File: config.mk
export PLATFORM = sky130hd
export DESIGN_NAME = conv_mac_sequencer
export DESIGN_NICKNAME = d
export VERILOG_FILES = /design/src/rtl/conv_pkg.sv /design/src/rtl/conv_coef_bank.sv /design/src/rtl/conv_mac_sequencer.sv
export SDC_FILE = /design/constraint.sdc
export NUM_CORES = 1
export LEC_CHECK = 0
export CORE_UTILIZATION = 40
export DETAILED_ROUTE_END_ITERATION = 10
export GPL_TIMING_DRIVEN = 0
export PLACE_DENSITY_LB_ADDON = 0.08
export SYNTH_ARGS = -nofsm -noshare
export SYNTH_HDL_FRONTEND = slang
export SYNTH_HIERARCHICAL = 1
export SYNTH_SLANG_ARGS = --single-unit
File: constraint.sdc
create_clock -name clk -period 5.5 [get_ports clk]
set_clock_uncertainty 0.2 [all_clocks]
set_input_delay 0.825 -clock clk [delete_from_list [all_inputs] [get_ports clk]]
set_output_delay 0.825 -clock clk [all_outputs]
set_load 0.05 [all_outputs]
File: src/rtl/conv_pkg.sv
// ---------------------------------------------------------------------------
// conv_pkg
//   Shared constants and types for the FIR convolution sequencer.
//   - CONV_DATA_W / CONV_ACC_W / CONV_TAPS : default widths and kernel length
//   - conv_state_t                         : sequencer FSM state encoding
//   - CONV_SAT_MAX / CONV_SAT_MIN          : signed 16-bit clamp limits used
//                                            when CONV_SAT_EN is defined
// ---------------------------------------------------------------------------
package conv_pkg;

    localparam int CONV_DATA_W = 16;
    localparam int CONV_ACC_W  = 24;
    localparam int CONV_TAPS   = 8;

    typedef enum logic [1:0] {
        IDLE = 2'd0,
        MAC  = 2'd1,
        OUT  = 2'd2
    } conv_state_t;

    localparam logic signed [CONV_DATA_W-1:0] CONV_SAT_MAX = 16'sh7FFF;
    localparam logic signed [CONV_DATA_W-1:0] CONV_SAT_MIN = 16'sh8000;

endpackage

File: src/rtl/conv_coef_bank.sv
// ---------------------------------------------------------------------------
// conv_coef_bank
//   TAPS x DATA_W coefficient register file. One synchronous write port and
//   one combinational read port addressed by the current tap index.
//   Ports:
//     clk, rst_n : clock, asynchronous active-low reset (clears all taps)
//     we         : write strobe (already qualified by the caller)
//     waddr      : tap index to write
//     wdata      : signed coefficient
//     raddr      : tap index to read
//     rdata      : signed coefficient at raddr
// ---------------------------------------------------------------------------
module conv_coef_bank #(
    parameter int DATA_W = 16,
    parameter int TAPS   = 8,
    parameter int AW     = 3
) (
    input  logic                     clk,
    input  logic                     rst_n,
    input  logic                     we,
    input  logic [AW-1:0]            waddr,
    input  logic signed [DATA_W-1:0] wdata,
    input  logic [AW-1:0]            raddr,
    output logic signed [DATA_W-1:0] rdata
);

    logic signed [DATA_W-1:0] h [TAPS];

    always_ff @(posedge clk or negedge rst_n) begin
        if (!rst_n) begin
            for (int i = 0; i < TAPS; i++) begin
                h[i] <= '0;
            end
        end else if (we) begin
            h[waddr] <= wdata;
        end
    end

    assign rdata = h[raddr];

endmodule

File: src/rtl/conv_mac_sequencer.sv
// ---------------------------------------------------------------------------
// conv_mac_sequencer
//   TAPS-tap FIR engine that time-shares one external 16-bit signed
//   multiplier. Each accepted sample shifts the delay line, then one multiply
//   per tap is issued over TAPS cycles, products are accumulated, and a single
//   16-bit result is offered on the output stream.
//
//   Configuration macro: CONV_SAT_EN
//     defined   : out_data is acc clamped to [-32768, 32767]
//     undefined : out_data is acc[DATA_W-1:0] (wraps)
//
//   Ports:
//     clk, rst_n            : clock, asynchronous active-low reset
//     in_valid/in_ready     : sample input handshake, in_sample = signed data
//     coef_we/addr/data     : coefficient write (honoured in IDLE only)
//     clr                   : delay-line clear (honoured in IDLE only)
//     mult_a/mult_b/mult_p  : external multiplier operands and low-half result
//     out_valid/out_ready   : result output handshake, out_data = result
//     busy                  : high while in MAC or OUT
//     dbg_state             : current FSM state for observation
//
//   Handshake semantics (both streams): a transfer happens on a rising edge
//   where valid and ready are both high. out_valid, once high, stays high with
//   out_data unchanged until that transfer; in_ready does not depend on
//   in_valid, and in_valid is ignored whenever in_ready is low.
// ---------------------------------------------------------------------------
module conv_mac_sequencer
    import conv_pkg::*;
#(
    parameter int  DATA_W = CONV_DATA_W,
    parameter int  TAPS   = CONV_TAPS,
    parameter int  ACC_W  = CONV_ACC_W,
    localparam int AW     = (TAPS > 1) ? $clog2(TAPS) : 1
) (
    input  logic                     clk,
    input  logic                     rst_n,
    input  logic                     in_valid,
    output logic                     in_ready,
    input  logic signed [DATA_W-1:0] in_sample,
    input  logic                     coef_we,
    input  logic [AW-1:0]            coef_addr,
    input  logic signed [DATA_W-1:0] coef_data,
    input  logic                     clr,
    output logic signed [DATA_W-1:0] mult_a,
    output logic signed [DATA_W-1:0] mult_b,
    input  logic signed [DATA_W-1:0] mult_p,
    output logic                     out_valid,
    input  logic                     out_ready,
    output logic signed [DATA_W-1:0] out_data,
    output logic                     busy,
    output conv_state_t              dbg_state
);

    conv_state_t              state;
    conv_state_t              state_nxt;
    logic                     run;
    logic signed [DATA_W-1:0] x [TAPS];
    logic signed [ACC_W-1:0]  acc;
    logic [AW-1:0]            k;
    logic signed [DATA_W-1:0] h_k;
    logic signed [DATA_W-1:0] res;
    logic                     in_fire;
    logic                     last_tap;
    logic                     coef_wr;

    // run holds in_ready low for the whole reset assertion even though the
    // state register already reads IDLE; it sets on the first edge after
    // release.
    always_ff @(posedge clk or negedge rst_n) begin
        if (!rst_n) begin
            run <= 1'b0;
        end else begin
            run <= 1'b1;
        end
    end

    assign in_fire  = in_valid && in_ready;
    assign last_tap = (k == AW'(TAPS - 1));
    assign coef_wr  = coef_we && (state == IDLE);

    // ------------------------------------------------------------------
    // FSM
    // ------------------------------------------------------------------
    always_ff @(posedge clk or negedge rst_n) begin
        if (!rst_n) begin
            state <= IDLE;
        end else begin
            state <= state_nxt;
        end
    end

    always_comb begin
        state_nxt = state;
        unique case (state)
            IDLE:    if (in_fire)   state_nxt = MAC;
            MAC:     if (last_tap)  state_nxt = OUT;
            OUT:     if (out_ready) state_nxt = IDLE;
            default:                state_nxt = IDLE;
        endcase
    end

    assign dbg_state = state;
    assign busy      = (state != IDLE);
    assign in_ready  = run && (state == IDLE);
    assign out_valid = (state == OUT);
    assign out_data  = (state == OUT) ? res : '0;
    assign mult_a    = (state == MAC) ? x[k] : '0;
    assign mult_b    = (state == MAC) ? h_k  : '0;

    // ------------------------------------------------------------------
    // Coefficients: written in IDLE only, read combinationally by k so a
    // write landing on the handshake edge is already visible at tap 0.
    // ------------------------------------------------------------------
    conv_coef_bank #(
        .DATA_W (DATA_W),
        .TAPS   (TAPS),
        .AW     (AW)
    ) u_coef_bank (
        .clk    (clk),
        .rst_n  (rst_n),
        .we     (coef_wr),
        .waddr  (coef_addr),
        .wdata  (coef_data),
        .raddr  (k),
        .rdata  (h_k)
    );

    // ------------------------------------------------------------------
    // Delay line, accumulator and tap counter
    // ------------------------------------------------------------------
    always_ff @(posedge clk or negedge rst_n) begin
        if (!rst_n) begin
            for (int i = 0; i < TAPS; i++) begin
                x[i] <= '0;
            end
            acc <= '0;
            k   <= '0;
        end else begin
            if (state == IDLE) begin
                if (in_fire) begin
                    // clr in the same cycle leaves only the new sample.
                    x[0] <= in_sample;
                    for (int i = 1; i < TAPS; i++) begin
                        x[i] <= clr ? '0 : x[i-1];
                    end
                    acc <= '0;
                    k   <= '0;
                end else if (clr) begin
                    for (int i = 0; i < TAPS; i++) begin
                        x[i] <= '0;
                    end
                end
            end else if (state == MAC) begin
                // mult_p is signed, so the size cast sign-extends it.
                acc <= acc + ACC_W'(mult_p);
                k   <= last_tap ? '0 : k + AW'(1);
            end
        end
    end

    // ------------------------------------------------------------------
    // Result formatting
    // ------------------------------------------------------------------
`ifdef CONV_SAT_EN
    localparam logic signed [ACC_W-1:0] ACC_HI = ACC_W'(CONV_SAT_MAX);
    localparam logic signed [ACC_W-1:0] ACC_LO = ACC_W'(CONV_SAT_MIN);

    always_comb begin
        res = acc[DATA_W-1:0];
        if (acc > ACC_HI) begin
            res = DATA_W'(CONV_SAT_MAX);
        end else if (acc < ACC_LO) begin
            res = DATA_W'(CONV_SAT_MIN);
        end
    end
`else
    assign res = acc[DATA_W-1:0];
`endif

endmodule

==> reports/metrics.cfg <==
[pwr]
irDropWorstVdd_mv = 0.447
leakage_nw = 7.17
powerDensity_mw_per_mm2 = 551

[global_route]
grt_max_degree = 117
grt_pass1_vias = 8769
grt_pass1_wl_mm = 53.7
track_usage_pct = 20.8
grt.overflow.total = 0
antenna_found_initial = 4

[logic_synthesis]
ys.flop_type = dfrtp_1
syn_area_mm2 = 0.0133
yosysUniqueCellTypes = 62
synthCells = 931
seq_area_frac_synth_pct = 52.1
synthArstFlopShare_pct = 100
synth_edf_count = 0
ys_top_cells_by_area = dfrtp_1 (52%), mux2_2 (12%), a22o_1 (8.4%)
synth_warnings = 6
ys_ff_latch = 278
synth_area_per_cell_um2 = 14.3
synth_area_leader_cell = dfrtp_1
synth.net_count = 1006
synth_top_cell_area_share_pct = 52.1

[sta]
rsz0062_at_grt = no
maxSlewHeadroom_pct = 42.4
fin_crit_sh_pct = 79.6
tns_ns = 0
finalCriticalPeriod_ns = 4.38
setup_viol = 0
finalHoldViolations = 0
worst_pin_slew_ns = 0.864
slew_viol_final = 0
fin_hold_ws_ns = 0.0778
worst_slack_ns = 1.12
fmax_mhz = 228

[finish]
syn_to_final_growth_pct = 21.0
layout_commonest_cell = dfrtp_1
drive_above_1_share_pct = 28.5
n_fill_cell = 2936
nets = 1151
layout_common_cells = dfrtp_1 (278), mux2_2 (144), a22o_1 (128)

[drt]
antenna_left = 0
viasPerCell = 5.60
wl_mm = 34.0
wl_per_cell_um = 22.0
dr.pass1.iters = 5
drt_first_iter_violations = 553
drc_errors = 0
num_vias = 8656

[clock_tree]
ctsHoldBuffers = 0
clock_latency_ns = 0.51
clock-sinks = 278
tritoncts = built
ctsResizeCount = 0
cts_buffers = 35
root_buffer = clkbuf_16
postCtsSetupRepairBufs = 0
clk_path_buf_depth = 3
h-tree-depth = 2
cts.clk_slew.worst_paths_ns = 0.06

[die]
initial_core_util_pct = 40.8
die_width_um = 185
core_mm2 = 0.0327
die-area_mm2 = 0.0341
num_rows = 66
io_pins = 110
die_y_um = 185

[setup_path]
r2r_cells = 6
path_depth = 5
critPathArrivalTime_ns = 3.35
cp_top_family = buffers and inverters
crit_slowest_cell = clkbuf_1
worstPathMaxFanout = 10
max_stage_delay_ns = 0.70
path_cells = clkbuf_1, mux4_1, mux2_2, and2_1, clkdlybuf4s50_1
cp.required_ns = 4.47
critical_path_class = reg -> out
crit_path_end_kind = primary output
startpoint_type = register
critPathBufInv = 2

[placed_design]
place_congestion = 0.819
pre_cts_slack_ns = 1.60
port_buffers = 106
hpwl_mm = 22.6

[run]
drv_cap = 0

[run_status]
status = finished clean

[min_path]
min_path_type = in -> async

==> synth_stat cells (2+ instances only) <==
master / number
a221oi_1: 2
o31ai_1: 5
a22o_1: 128
nand2_1: 18
buf_2: 40
mux2_2: 144
mux2i_1: 17
nor2_1: 23
mux4_1: 28
o21ai_1: 3
nand4b_2: 3
ha_1: 17
buf_6: 6
o21a_1: 4
o211ai_1: 6
buf_1: 3
buf_4: 10
and3_1: 3
xnor2_1: 3
mux4_2: 36
nand3_1: 15
a21oi_1: 11
o21ai_0: 17
and2_1: 35
a21oi_2: 4
or3_1: 2
a21o_1: 4
inv_1: 9
nand2b_1: 2
clkbuf_1: 14
dfrtp_1: 278
nor3_1: 4
nor4bb_1: 2
xor2_1: 4
and2b_1: 2
nand4_1: 3
==> power by group <==
group	internal, mW	leakage [nW]	switching (mW)
combinational	1.71	2.99	1.98
clock	1.32	0.558	0.884
sequential	2.67	3.62	0.339
==> layout make-up <==
cell class	count	area, um^2	share of cell area (%)
diodes	2	5.00	0.0310
plain buffers	74	412	2.55
clock buffers	51	1050	6.49
clock inverters	11	72.6	0.449
inverters	9	33.8	0.209
multi-input cells	570	5950	36.8
flip-flops and latches	278	6960	43.1
well taps	442	553	3.43
repair buffers	108	1120	6.94
==> layer usage <==
metal / track usage (%) / vias up / wire length (um)
met1: 30.4 / 4538 / 16200
met2: 32.5 / 194 / 15700
met4: 4.60 / 4 / 503
li1: - / 3880 / -
met5: 0 / - / 31
met3: 3.64 / 40 / 1600
==> sequential cells by signal, summed over array words and instances, names as in the netlist <==
| name | count |
|---|---|
| x | 128 |
| run | 1 |
| dbg_state | 2 |
| u_coef_bank/h | 128 |
| acc | 16 |
| k | 3 |
==> kinds of logic after synthesis <==
kind of cell	count (synthesis)	share of synthesized area, %
compound gates	195	11.8
xor+xnor	7	0.459
fa+ha+maj	18	1.74
buf+inv	83	3.34
flops	278	52.1
mux	225	25.0
other cells	1	0.0281
simple gates	124	5.53
==> per-stage QoR <==
step                util (%)  area [um^2]  std cells  total power, mW
detailed placement      45.9        15000       1481             6.76
global route            49.4        16100       1543             9.42
CTS                     49.4        16100       1543             9.02
finish                  49.4        16100       1545             8.90
floorplan                  -        13300        931             5.64
global placement        45.8        15000       1479             6.73
==> worst paths after layout <==
path / startpoint / endpoint / slack [ns]
worst max-delay path: k[2] / mult_b[7] / 1.12
worst min register to register: u_coef_bank/h[99] / u_coef_bank/h[99] / 0.29
worst min-delay path: rst_n / acc[8] / 0.08
min in group clk: u_coef_bank/h[99] / u_coef_bank/h[99] / 0.29
max in group asynchronous: rst_n / x[94] / 4.00
worst max register to register: dbg_state[0] / u_coef_bank/h[113] / 2.84
Note: power is estimated with default switching activity, not from simulation.
